[src/rtl/aes_out_serializer.sv]
// aes_out_serializer: buffers whole AES output blocks and streams them as bytes with valid/ready
module aes_out_serializer #(
  parameter int CH_NUM = 1,
  parameter int DEPTH  = 4
) (
  input  logic                     clk,
  input  logic                     rst,
  input  logic [7:0]               blk_i [0:CH_NUM-1][0:3][0:3],
  input  logic                     en_i,
  output logic [7:0]               data_o,
  output logic                     valid_o,
  input  logic                     ready_i,
  output logic                     last_o,
  output logic [$clog2(DEPTH):0]   level_o,
  output logic                     ovf_o
);
  localparam int NB = CH_NUM * 16;
  localparam int AW = $clog2(DEPTH);
  localparam int BW = $clog2(NB);
  localparam logic [AW:0]   FULL = (AW + 1)'(DEPTH);
  localparam logic [BW-1:0] LAST = BW'(NB - 1);
  logic [7:0]    mem [0:DEPTH-1][0:NB-1];
  logic [AW-1:0] wr_ptr, rd_ptr;
  logic [BW-1:0] byte_cnt;
  logic [AW:0]   count;
  logic          load, freed, wr_ok;
  // load the output register when it is empty or draining; loading a last byte frees the head entry
  always_comb begin
    load  = (!valid_o || ready_i) && count != '0;
    freed = load && byte_cnt == LAST;
    wr_ok = en_i && (count < FULL || freed);
  end
  // block storage, flattened into stream order ch*16 + i*4 + j
  always_ff @(posedge clk)
    if (wr_ok)
      for (int c = 0; c < CH_NUM; c++)
        for (int i = 0; i < 4; i++)
          for (int j = 0; j < 4; j++)
            mem[wr_ptr][c*16 + i*4 + j] <= blk_i[c][i][j];
  // pointers, byte counter, occupancy and sticky overflow
  always_ff @(posedge clk or posedge rst)
    if (rst) begin
      wr_ptr   <= '0;
      rd_ptr   <= '0;
      byte_cnt <= '0;
      count    <= '0;
      ovf_o    <= 1'b0;
    end else begin
      if (wr_ok) wr_ptr <= wr_ptr + AW'(1);
      if (freed) rd_ptr <= rd_ptr + AW'(1);
      if (load) byte_cnt <= freed ? '0 : byte_cnt + BW'(1);
      count <= count + (AW + 1)'(wr_ok) - (AW + 1)'(freed);
      if (en_i && !wr_ok) ovf_o <= 1'b1;
    end
  // output register stage: load, drain to idle, or hold under backpressure
  always_ff @(posedge clk or posedge rst)
    if (rst) begin
      data_o  <= '0;
      valid_o <= 1'b0;
      last_o  <= 1'b0;
    end else if (load) begin
      data_o  <= mem[rd_ptr][byte_cnt];
      last_o  <= byte_cnt == LAST;
      valid_o <= 1'b1;
    end else if (ready_i) begin
      valid_o <= 1'b0;
      last_o  <= 1'b0;
    end
  assign level_o = count;
endmodule

[config.mk]
export PLATFORM = sky130hd
export DESIGN_NAME = aes_out_serializer
export DESIGN_NICKNAME = d
export VERILOG_FILES = /design/src/rtl/aes_out_serializer.sv
export SDC_FILE = /design/constraint.sdc
export NUM_CORES = 1
export LEC_CHECK = 0
export BUFFER_PORTS_ARGS = -buffer_cell sky130_fd_sc_hd__buf_2
export CORE_MARGIN = 4
export CORE_UTILIZATION = 55
export CTS_BUF_LIST = sky130_fd_sc_hd__clkbuf_4
export CTS_CLUSTER_SIZE = 20
export DETAILED_ROUTE_END_ITERATION = 12
export PLACE_DENSITY = 0.85
export SLEW_MARGIN = 20
export SYNTH_ARGS = -nofsm -noshare
export SYNTH_HDL_FRONTEND = slang
export SYNTH_SLANG_ARGS = --single-unit
export TNS_END_PERCENT = 5
[constraint.sdc]
create_clock -name clk -period 14.74 [get_ports clk]
set_input_delay 2.948 -clock clk [delete_from_list [all_inputs] [get_ports clk]]
set_output_delay 2.948 -clock clk [all_outputs]
set_load 0.02 [all_outputs]
### Word-level counts from Yosys, hierarchy flattened

Memory sizes are Yosys's and may differ from the RTL's.
Index checks and enable logic that the tools add are counted.

* flip-flop bits (word level): 22
* RAM bits: 512
* input port bits: 132
* output and inout port bits: 14
* word-level logic and storage cells: 37
* memories kept: 1

* add/subtract/negate cells: 5
* $lt $le $gt $ge: 2
* eq/ne operators: 1
* multiplexer cells: 9
* bitwise logic cells: 1
* reduce and logical (&&, ||, !) cells: 10

Memory list
* mem: depth 4, bits a word 128, rd ports 1, clocked after memory_dff 0, wr ports 1, RTL line 22 `logic [7:0] mem [0:DEPTH-1][0:NB-1];`

Operators with widths (count)
* 8-bit binary-select mux with 4-bit select: 1
* 8-bit 2-to-1 mux: 2
* 5-bit greater-or-equal comparator (second input constant): 1
* 1-bit 2-to-1 mux: 5
* 4-bit NOT with 5-bit output: 1
* 2-bit by 1-bit adder with 2-bit output (second input constant): 2
* 4-bit by 1-bit adder with 4-bit output (second input constant): 1
* 4-bit == test (second input constant): 1
* 1-bit logical AND: 4
* 4-bit 2-to-1 mux: 1
* 3-bit by 1-bit adder with 3-bit output: 1
* 3-bit less-than comparator (second input constant): 1
* 3-bit nonzero test: 1
* 3-bit by 1-bit subtractor with 3-bit output: 1
* 1-bit logical NOT: 2
* 1-bit logical OR: 2
* 2-bit nonzero test: 1

### Depth between registers and ports, before layout

Gate-level depths: netlist (run 1).

* depth after elaboration: 8
* mapped depth: 11

### Worst setup path after synthesis (run 1)

OpenSTA, ideal clock, no wires.

* path kind: input -> register
* start: input port ready_i
* end: memory mem[0][0] (netlist name), enable pin
* library setup time: 0.502 ns
* arrival time: 6.830 ns
* path slack: 7.408 ns
* cell stages on the path: 5
* cells stage by stage: inv_1 -> a21oi_1 -> nand4_1 -> a21boi_1 -> and2_1

* cells in the longest elaborated chain, start to end: 7

RTL lines
* from (decl): RTL line 12 `input logic ready_i,`
* 1-bit logical OR: RTL line 29 `load = (!valid_o || ready_i) && count != '0;`
* 1-bit logical AND: RTL line 29
* 1-bit logical AND: RTL line 30 `freed = load && byte_cnt == LAST;`
* 1-bit logical OR: RTL line 31 `wr_ok = en_i && (count < FULL || freed);`
* 1-bit logical AND: RTL line 31
* 1-bit 2-to-1 mux: RTL line 35 `if (wr_ok)`
* 1-bit 2-to-1 mux (implied by the code): RTL line 39 `mem[wr_ptr][c*16 + i*4 + j] <= blk_i[c][i][j];`
* to (decl): RTL line 22

No other way between the ends.

### Final worst setup path (run 1)

* start: input port ready_i
* end: memory mem[2][23] (netlist name), enable pin

Same word-level chain as after synthesis.

==> summary.md, run 1 <==
| Metric | Value |
|---|---|
| FF-to-FF End | `mem[2][23]` |
| Worst rel slew slack | `0.2186` |
| Most common library cells after synthesis | `edfxtp_1 (512), mux4_2 (110), a22oi_1 (37)` |
| Port Buffers | `145` |
| Max Buffers Root-to-Sink | `3` |
| Power Dens Cells | `about 180 nW/um2` |
| Drt wl/cell | `25.44 um` |
| Global Route Usage Sum | `0.2165` |
| Worst-path cell chain | `buf_2 > inv_1 > a21oi_4 > nand4_1 > a21boi_1 > and2_4 > buf_4 > buf_4` |
| Worst Tran Pin Value | `1.172 ns` |
| Iteration-0 DRC Markers | `about 1200` |
| Initial Utilization | `0.5586` |
| Yosys top cell by area | `edfxtp_1` |
| Multi-input logic area | `4229 um2` |
| Worst path arrival time | `approximately 6.7 ns` |
| Register share of total power | `0.502` |
| Hold wc startpoint | `ovf_o` |
| Post-synth EDFFs | `just over 500` |
| I/O Pins | `146` |
| Num CTS Buffers | `120` |
| Vias per cell | `slightly above 6` |
| CP Class | `input pin to register` |
| Number of H-tree levels | `3` |
| Yosys cell types | `just under 50` |
| DRC Markers | `0` |
| Max Fclk | `roughly 160 MHz` |
| Status | `finished, final reports clean` |
| Ys flop type | `edfxtp_1` |
| Final setup viols | `0` |
| Synth Area per Inst | `22.43 um2` |
| Number of global-route vias before repair | `11042` |
| Post-Syn Area | `20500 um2` |
| Pint | `0.002864 W` |
| Tmin final | `about 6.3 ns` |
| GR Overflow Total | `0` |
| Syn nets | `1054` |
| Crit-path max cell delay | `0.66 ns` |
| DIE WIDTH | `201.1 um` |
| Clock share of power | `0.263` |
| Total of max-cap violations | `0` |
| Setup tns final | `0 ns` |
| Initial antenna violation count | `18` |
| Most frequent CP cell | `buf_4` |
| Setup bufs post-CTS | `0` |
| Hold path depth | `1` |
| Vias | `10416` |
| Clock root cell | `clkbuf_4` |
| CP Data Required Time | `15.13 ns` |
| Yosys top cell area share | `0.7500` |
| Synth Instances | `914` |
| WL final | `43.53 mm` |
| Final Max Tran Viols | `0` |
| Hold Slack | `0.5168 ns` |
| Slowest library cell on the worst path | `buf_4` |
| Period utilization | `0.4296` |
| Sequential-to-total area share from yosys stat | `0.7769` |
| Worst R2R Start | `level_o[2]` |
| Number of clock sinks | `534` |
| Row count | `70` |
| Setup crit end kind | `register` |
| FFs w/ async S/R, synth | `0.04120` |
| DP Wirelength | `26.17 mm` |
| Synth warn | `0` |
| Sequential cell area | `15930 um2` |
| Synth top area cells | `edfxtp_1 (75%), mux4_2 (12%), dfrtp_1 (2.7%), mux2i_1 (1.5%), a22oi_1 (1.4%)` |
| #FFs+latches synth | `534` |
| Drt first pass iters | `5` |
| Reg-to-reg slack, setup | `10.19 ns` |
| Hold crit path type | `register to register` |
| RSZ-0062 raised after global routing | `no` |
| Layout cells sized above 1 | `0.3864` |
| Clock slew at reported path FFs | `0.06 ns` |
| Filler cells | `2320` |
| CP max FO | `45` |
| ANT nets after route | `0` |
| # nets final | `1285` |
| Placer Congestion | `approximately 0.79` |
| Critical path launch point type | `input pin` |
| Largest net degree at the start of global routing | `76` |
| CP bufs+invs | `4` |
| Die Height | `201.1 um` |
| Sw Share | `0.2991` |
| Endpoint, Worst Hold | `ovf_o` |
| Synthesis-to-layout area growth | `12.71%` |
| Delay-heaviest family, CP | `buffers and inverters` |
| Core region area | `36700 um2` |
| First-pass GRT wire length | `66.54 mm` |
| Combinational power share | `0.235` |
| Clk_lat worst skew | `0.80 ns` |
| R2R depth | `7` |
| Final Skew | `0.05419 ns` |
| TritonCTS clock tree | `built` |
| PostCTS Resize Cnt | `0` |
| Top-count cell post-synth | `edfxtp_1` |
| NetSw | `0.001222 W` |
| CTS Hold Buffers Added | `0` |
| Worst vdd ir | `~0.13 mV` |
| Leak Pwr | `7.639 nW` |
| Die area | `40430 um2` |
| Final hold viol count | `0` |
logic make-up after synthesis:
logic type | Yosys count | synth area share
xor gates and xnor gates | 6 | 0.002563
buffers and inverters | 62 | 0.01825
AOI/OAI and AO/OA | 100 | 0.03742
and+or+nand+nor | 49 | 0.01227
DFF | 534 | 0.7769
adders and majority gates | 8 | 0.005249
muxes | 155 | 0.1474
placed cells by master, fill, tap and decap left out, types with 10 or more instances in the layout:
| cell type | instances |
|---|---|
| buf_4 | 14 |
| dfrtp_1 | 20 |
| nand2_1 | 14 |
| clkbuf_4 | 174 |
| diode_2 | 11 |
| buf_2 | 145 |
| inv_1 | 11 |
| a22oi_1 | 37 |
| clkinv_1 | 24 |
| mux2_2 | 10 |
| mux4_2 | 110 |
| mux2i_1 | 30 |
| edfxtp_1 | 512 |
worst reg2reg max path, delay by kind of cell, from the launching register on:
family | cells | cell delay (ns)
AND/OR/NAND/NOR | 3 | 1.14
buffers and inverters | 2 | 1.39
AO/OA/AOI/OAI | 2 | 1.14
flip-flops | 1 | 0.42
per-stage QoR:
stage / worst slack (ns) / instance area, um2 / util / power (W) / instances
2_1_floorplan: 7.408 / 20500 / - / 0.002754 / 914
6_report: 8.407 / 23110 / 0.6296 / 0.004086 / 1711
3_5_place_dp: 7.249 / 21620 / 0.5890 / 0.003036 / 1491
4_1_cts: 8.132 / 23070 / 0.6287 / 0.004109 / 1700
5_1_grt: 8.132 / 23100 / 0.6294 / 0.004284 / 1707
3_3_place_gp: 7.414 / 21620 / 0.5890 / 0.002994 / 1491
layer usage:
layer,GRT usage,vias to the layer above,part of all wire
met5,0,-,0.0022
met3,0.06010,94,0.087
met1,0.2852,5293,0.37
met2,0.3527,562,0.51
li1,-,4451,-
met4,0.07768,16,0.027
flip-flops by register name, summed over array words and instances, names as in the netlist, 2 cells and up:
signal    count
mem         512
level_o       3
wr_ptr        2
data_o        8
byte_cnt      4
rd_ptr        2
how the worst max path moves through the flow:
stage	from	to	slack (ns)	cells past startpoint
after floorplan	ready_i	mem[0][0]	7.41	5
after global routing	ready_i	mem[2][23]	8.13	8
after global placement	ready_i	mem[2][15]	7.41	8
after CTS	ready_i	mem[2][23]	8.13	8
after detailed placement	ready_i	mem[2][21]	7.25	8
final	ready_i	mem[2][23]	8.41	8
power groups by stage:
stage                     combinational, W  sequential (W)  clock, W
after floorplan                   0.000724         0.00203         0
after global placement            0.000931         0.00206         0
after detailed placement          0.000955         0.00208         0
after CTS                         0.000962         0.00205   0.00109
after global routing               0.00102         0.00207   0.00119
final                             0.000962         0.00205   0.00107
cell type report:
| type | count | area share |
|---|---|---|
| clock inverters | 35 | 0.006444 |
| multi-input cells | 318 | 0.1830 |
| diodes | 11 | 0.001191 |
| clock buffers | 174 | 0.05653 |
| flip-flops and latches | 534 | 0.6896 |
| well taps | 468 | 0.02534 |
| repair buffers | 159 | 0.03596 |
| inverters | 12 | 0.001949 |
No activity file was read; power rests on OpenSTA's default activity.
==> inputs of run 2 (changes only) <==
--- a/config.mk
+++ b/config.mk
@@ -5,13 +5,14 @@
 export SDC_FILE = /design/constraint.sdc
 export NUM_CORES = 1
 export LEC_CHECK = 0
+export ABC_AREA = 1
 export BUFFER_PORTS_ARGS = -buffer_cell sky130_fd_sc_hd__buf_2
 export CORE_MARGIN = 4
 export CORE_UTILIZATION = 55
 export CTS_BUF_LIST = sky130_fd_sc_hd__clkbuf_4
 export CTS_CLUSTER_SIZE = 20
 export DETAILED_ROUTE_END_ITERATION = 12
-export PLACE_DENSITY = 0.85
+export PLACE_DENSITY = 0.84
 export SLEW_MARGIN = 20
 export SYNTH_ARGS = -nofsm -noshare
 export SYNTH_HDL_FRONTEND = slang
==> constraint.sdc (replaced) <==
create_clock -name clk -period 5.9 [get_ports clk]
set_input_delay 1.18 -clock clk [delete_from_list [all_inputs] [get_ports clk]]
set_output_delay 1.18 -clock clk [all_outputs]
set_load 0.02 [all_outputs]
==> run 2 against run 1 <==
Area after synthesis grew 10%. Combinational power grew to 4.1 times the previous value. Clock power grew to 2.9 times the previous value. Critical path depth grew 4. Register-to-register slack lost 8.0 ns.
==> summary.md, run 2 <==
| Metric | Value |
|---|---|
| Die area | `44340 um2 (was 40430 um2)` |
| Syn nets | `2273 (was 1054)` |
| Worst-path cell chain | `clkinv_2 > buf_4 > buf_4 > nand3_1 > nand3_1 > nand2_1 > nor2_1 > nand2_1 > nand2_1 > nor2_1 > nor2_1 > nor2_1 (was buf_2 > inv_1 > a21oi_4 > nand4_1 > a21boi_1 > and2_4 > buf_4 > buf_4)` |
| Tmin final | `approximately 3.7 ns` |
| Sequential cell area | `15930 um2 (unchanged)` |
| Status | `finished, final reports clean (unchanged)` |
| Post-synth EDFFs | `512 (unchanged)` |
| Clock slew at reported path FFs | `0.07 ns (was 0.06 ns)` |
| Layout cells sized above 1 | `0.1522 (was 0.3864)` |
| GR Overflow Total | `0 (unchanged)` |
| Worst rel slew slack | `0.2819 (was 0.2186)` |
| CP bufs+invs | `3 (was 4)` |
| Initial Utilization | `0.5616 (was 0.5586)` |
| Delay-heaviest family, CP | `buffers and inverters (unchanged)` |
| Final Skew | `0.05413 ns (was 0.05419 ns)` |
| Number of H-tree levels | `4 (was 3)` |
| Final setup viols | `0 (unchanged)` |
| Biggest regs | `mem: 512 flops, data_o: 8 flops, byte_cnt: 4 flops (unchanged)` |
| Core region area | `40190 um2 (was 36700 um2)` |
| Final instance area | `25380 um2 (was 23110 um2)` |
| CTS Hold Buffers Added | `0 (unchanged)` |
| Most common library cells after synthesis | `nand2_1 (715), edfxtp_1 (512), inv_1 (254) (was edfxtp_1 (512), mux4_2 (110), a22oi_1 (37))` |
| # nets final | `2462 (was 1285)` |
| CP max FO | `64 (was 45)` |
| Setup crit end kind | `register (unchanged)` |
| Top-count cell post-synth | `nand2_1 (was edfxtp_1)` |
| Non-filler cells, final | `2936 (was 1711)` |
| Power Dens Cells | `479.1 nW/um2 (was 176.8 nW/um2)` |
| Synth top area cells | `edfxtp_1 (68%), nand2_1 (12%), nand3_1 (5.5%), inv_1 (4.2%), nor2_1 (3.2%) (was edfxtp_1 (75%), mux4_2 (12%), dfrtp_1 (2.7%), mux2i_1 (1.5%), a22oi_1 (1.4%))` |
| #FFs+latches synth | `534 (unchanged)` |
| Total of max-cap violations | `0 (unchanged)` |
| Iteration-0 DRC Markers | `2045 (was 1167)` |
| Worst path arrival time | `4.43 ns (was 6.72 ns)` |
| Yosys cell types | `24 (was 49)` |
| Row count | `73 (was 70)` |
| DRC Markers | `0 (unchanged)` |
| Worst Tran Pin Value | `1.075 ns (was 1.172 ns)` |
| Cell depth of the worst setup path | `12 (was 8)` |
| Global Route Usage Sum | `0.2433 (was 0.2165)` |
| TritonCTS clock tree | `built (unchanged)` |
| Max reg flops | `512 (unchanged)` |
| Synthesis-to-layout area growth | `12.44% (was 12.71%)` |
| Final Max Tran Viols | `0 (unchanged)` |
| Port Buffers | `145 (unchanged)` |
| CP Class | `register to register (was input pin to register)` |
| I/O Pins | `146 (unchanged)` |
| Hold crit path type | `register to register (unchanged)` |
| Die Height | `210.6 um (was 201.1 um)` |
| Slowest library cell on the worst path | `dfrtp_4 (was buf_4)` |
| Worst vdd ir | `0.3437 mV (was 0.1293 mV)` |
| Multi-input logic area | `5186 um2 (was 4229 um2)` |
| Synth Instances | `2133 (was 914)` |
| Placer Congestion | `0.8264 (was 0.7876)` |
| DP Area | `23670 um2 (was 21620 um2)` |
| Number of global-route vias before repair | `16015 (was 11042)` |
| Register share of total power | `0.421 (was 0.502)` |
| DP Wirelength | `30.94 mm (was 26.17 mm)` |
| DP Cell Count | `2715 (was 1491)` |
| Most common cell after layout, fill and taps aside | `nand2_1 (was edfxtp_1)` |
| Sequential-to-total area share from yosys stat | `0.7056 (was 0.7769)` |
| Vias per cell | `5.518 (was 6.088)` |
| Num CTS Buffers | `130 (was 120)` |
| Ys flop type | `edfxtp_1 (unchanged)` |
| Leak Pwr | `10.73 nW (was 7.639 nW)` |
| RSZ-0062 raised after global routing | `no (unchanged)` |
| CP Data Required Time | `6.65 ns (was 15.13 ns)` |
| Hold path depth | `1 (unchanged)` |
| Initial antenna violation count | `14 (was 18)` |
| Vias | `16200 (was 10416)` |
| Synth warn | `0 (unchanged)` |
| Top reg by flops | `mem (unchanged)` |
| Yosys top cell area share | `0.6812 (was 0.7500)` |
| Synth Area per Inst | `10.58 um2 (was 22.43 um2)` |
| Most frequent CP cell | `nor2_1 (was buf_4)` |
| Critical path launch point type | `register (was input pin)` |
| NetSw | `0.004570 W (was 0.001222 W)` |
| Clock root cell | `clkbuf_4 (unchanged)` |
| Max Fclk | `approximately 270 MHz` |
| Period utilization | `0.6229` |
| Most frequent cells in the layout | `nand2_1 (715), edfxtp_1 (512), inv_1 (254) (was edfxtp_1 (512), clkbuf_4 (174), buf_2 (145))` |
| FFs w/ async S/R, synth | `0.04120 (unchanged)` |
| Combinational power share | `0.322 (was 0.235)` |
| Largest net degree at the start of global routing | `222 (was 76)` |
| Drt wl/cell | `18.76 um (was 25.44 um)` |
| ANT nets after route | `0 (unchanged)` |
| Clock share of power | `0.257 (was 0.263)` |
| Filler cells | `2849 (was 2320)` |
| Yosys top cell by area | `edfxtp_1 (unchanged)` |
| Number of clock sinks | `534 (unchanged)` |
| Drt first pass iters | `7 (was 5)` |
| Sw Share | `0.3759 (was 0.2991)` |
| Final hold viol count | `0 (unchanged)` |
| Pint | `0.007588 W (was 0.002864 W)` |
| First-pass GRT wire length | `84.36 mm (was 66.54 mm)` |
| DIE WIDTH | `210.6 um (was 201.1 um)` |
| Setup bufs post-CTS | `0 (unchanged)` |
| PostCTS Resize Cnt | `0 (unchanged)` |
| Crit-path max cell delay | `0.95 ns (was 0.66 ns)` |
| Post-Syn Area | `22570 um2 (was 20500 um2)` |
| Clk_lat worst skew | `0.82 ns (was 0.80 ns)` |
| Max Buffers Root-to-Sink | `3 (unchanged)` |
| WL final | `55.07 mm (was 43.53 mm)` |
| R2R depth | `12 (was 7)` |
run 2: cell type report:
cell class / count / area share
Multi-Input combinational cell: 1236 / 0.2044
Timing Repair Buffer: 160 / 0.03599
Clock buffer: 180 / 0.05325
Antenna cell: 7 / 0.0006903
Sequential cell: 534 / 0.6278
Clock inverter: 34 / 0.01326
Tap cell: 525 / 0.02589
Inverter: 260 / 0.03870
run 2: path summary, 6_finish.rpt:
check	end	slack (ns)	from
setup / recovery	data_o[4]	2.22	rd_ptr[1]
hold / removal	ovf_o	0.48	ovf_o
hold reg to reg	ovf_o	0.48	ovf_o
setup reg to reg	data_o[4]	2.22	rd_ptr[1]
min in group asynchronous	last_o	0.57	rst
max in group asynchronous	rd_ptr[1]	4.61	rst
run 2: stage by stage:
stage	power, W	hold WS (ns)	util	setup WS [ns]	TNS [ns]
floorplan	0.007890	0.4873	-	-1.953	-1000.12
global placement	0.008858	0.4620	0.5890	2.019	0
detailed placement	0.009014	0.4727	0.5890	1.981	0
CTS	0.01216	0.4855	0.6310	2.249	0
global route	0.01284	0.5074	0.6313	2.005	0
finish	0.01216	0.4827	0.6314	2.225	0
run 2: kinds of logic after synthesis:
family,synth area share
AO/OA/AOI/OAI,0.01458
XOR/XNOR,0.002328
adder cells (fa/ha/maj),0.004768
flip-flops,0.7056
buffers and inverters,0.06614
AND/OR/NAND/NOR,0.2066
run 2: layer usage:
layer,track usage,up-vias,share of wire
li1,-,7399,-
met4,0.1160,14,0.042
met1,0.3073,7593,0.37
met2,0.3984,999,0.49
met3,0.06043,195,0.097
met5,0,-,0.0015
run 2: power groups by stage:
| stage | registers [W] | clock network, W | logic, W |
|---|---|---|---|
| floorplan | 0.00513 | 0 | 0.00276 |
| global placement | 0.00516 | 0 | 0.00370 |
| detailed placement | 0.00519 | 0 | 0.00383 |
| CTS | 0.00511 | 0.00317 | 0.00389 |
| global route | 0.00515 | 0.00337 | 0.00432 |
| finish | 0.00511 | 0.00312 | 0.00392 |
run 2: worst register-to-register path: stages, from the launching register on:
cell and delay [ns]:
dfrtp_4 0.95, clkinv_2 0.88, buf_4 0.60, buf_4 0.34
nand3_1 0.14, nand3_1 0.08, nand2_1 0.08, nor2_1 0.05
nand2_1 0.07, nand2_1 0.05, nor2_1 0.18, nor2_1 0.08
nor2_1 0.10
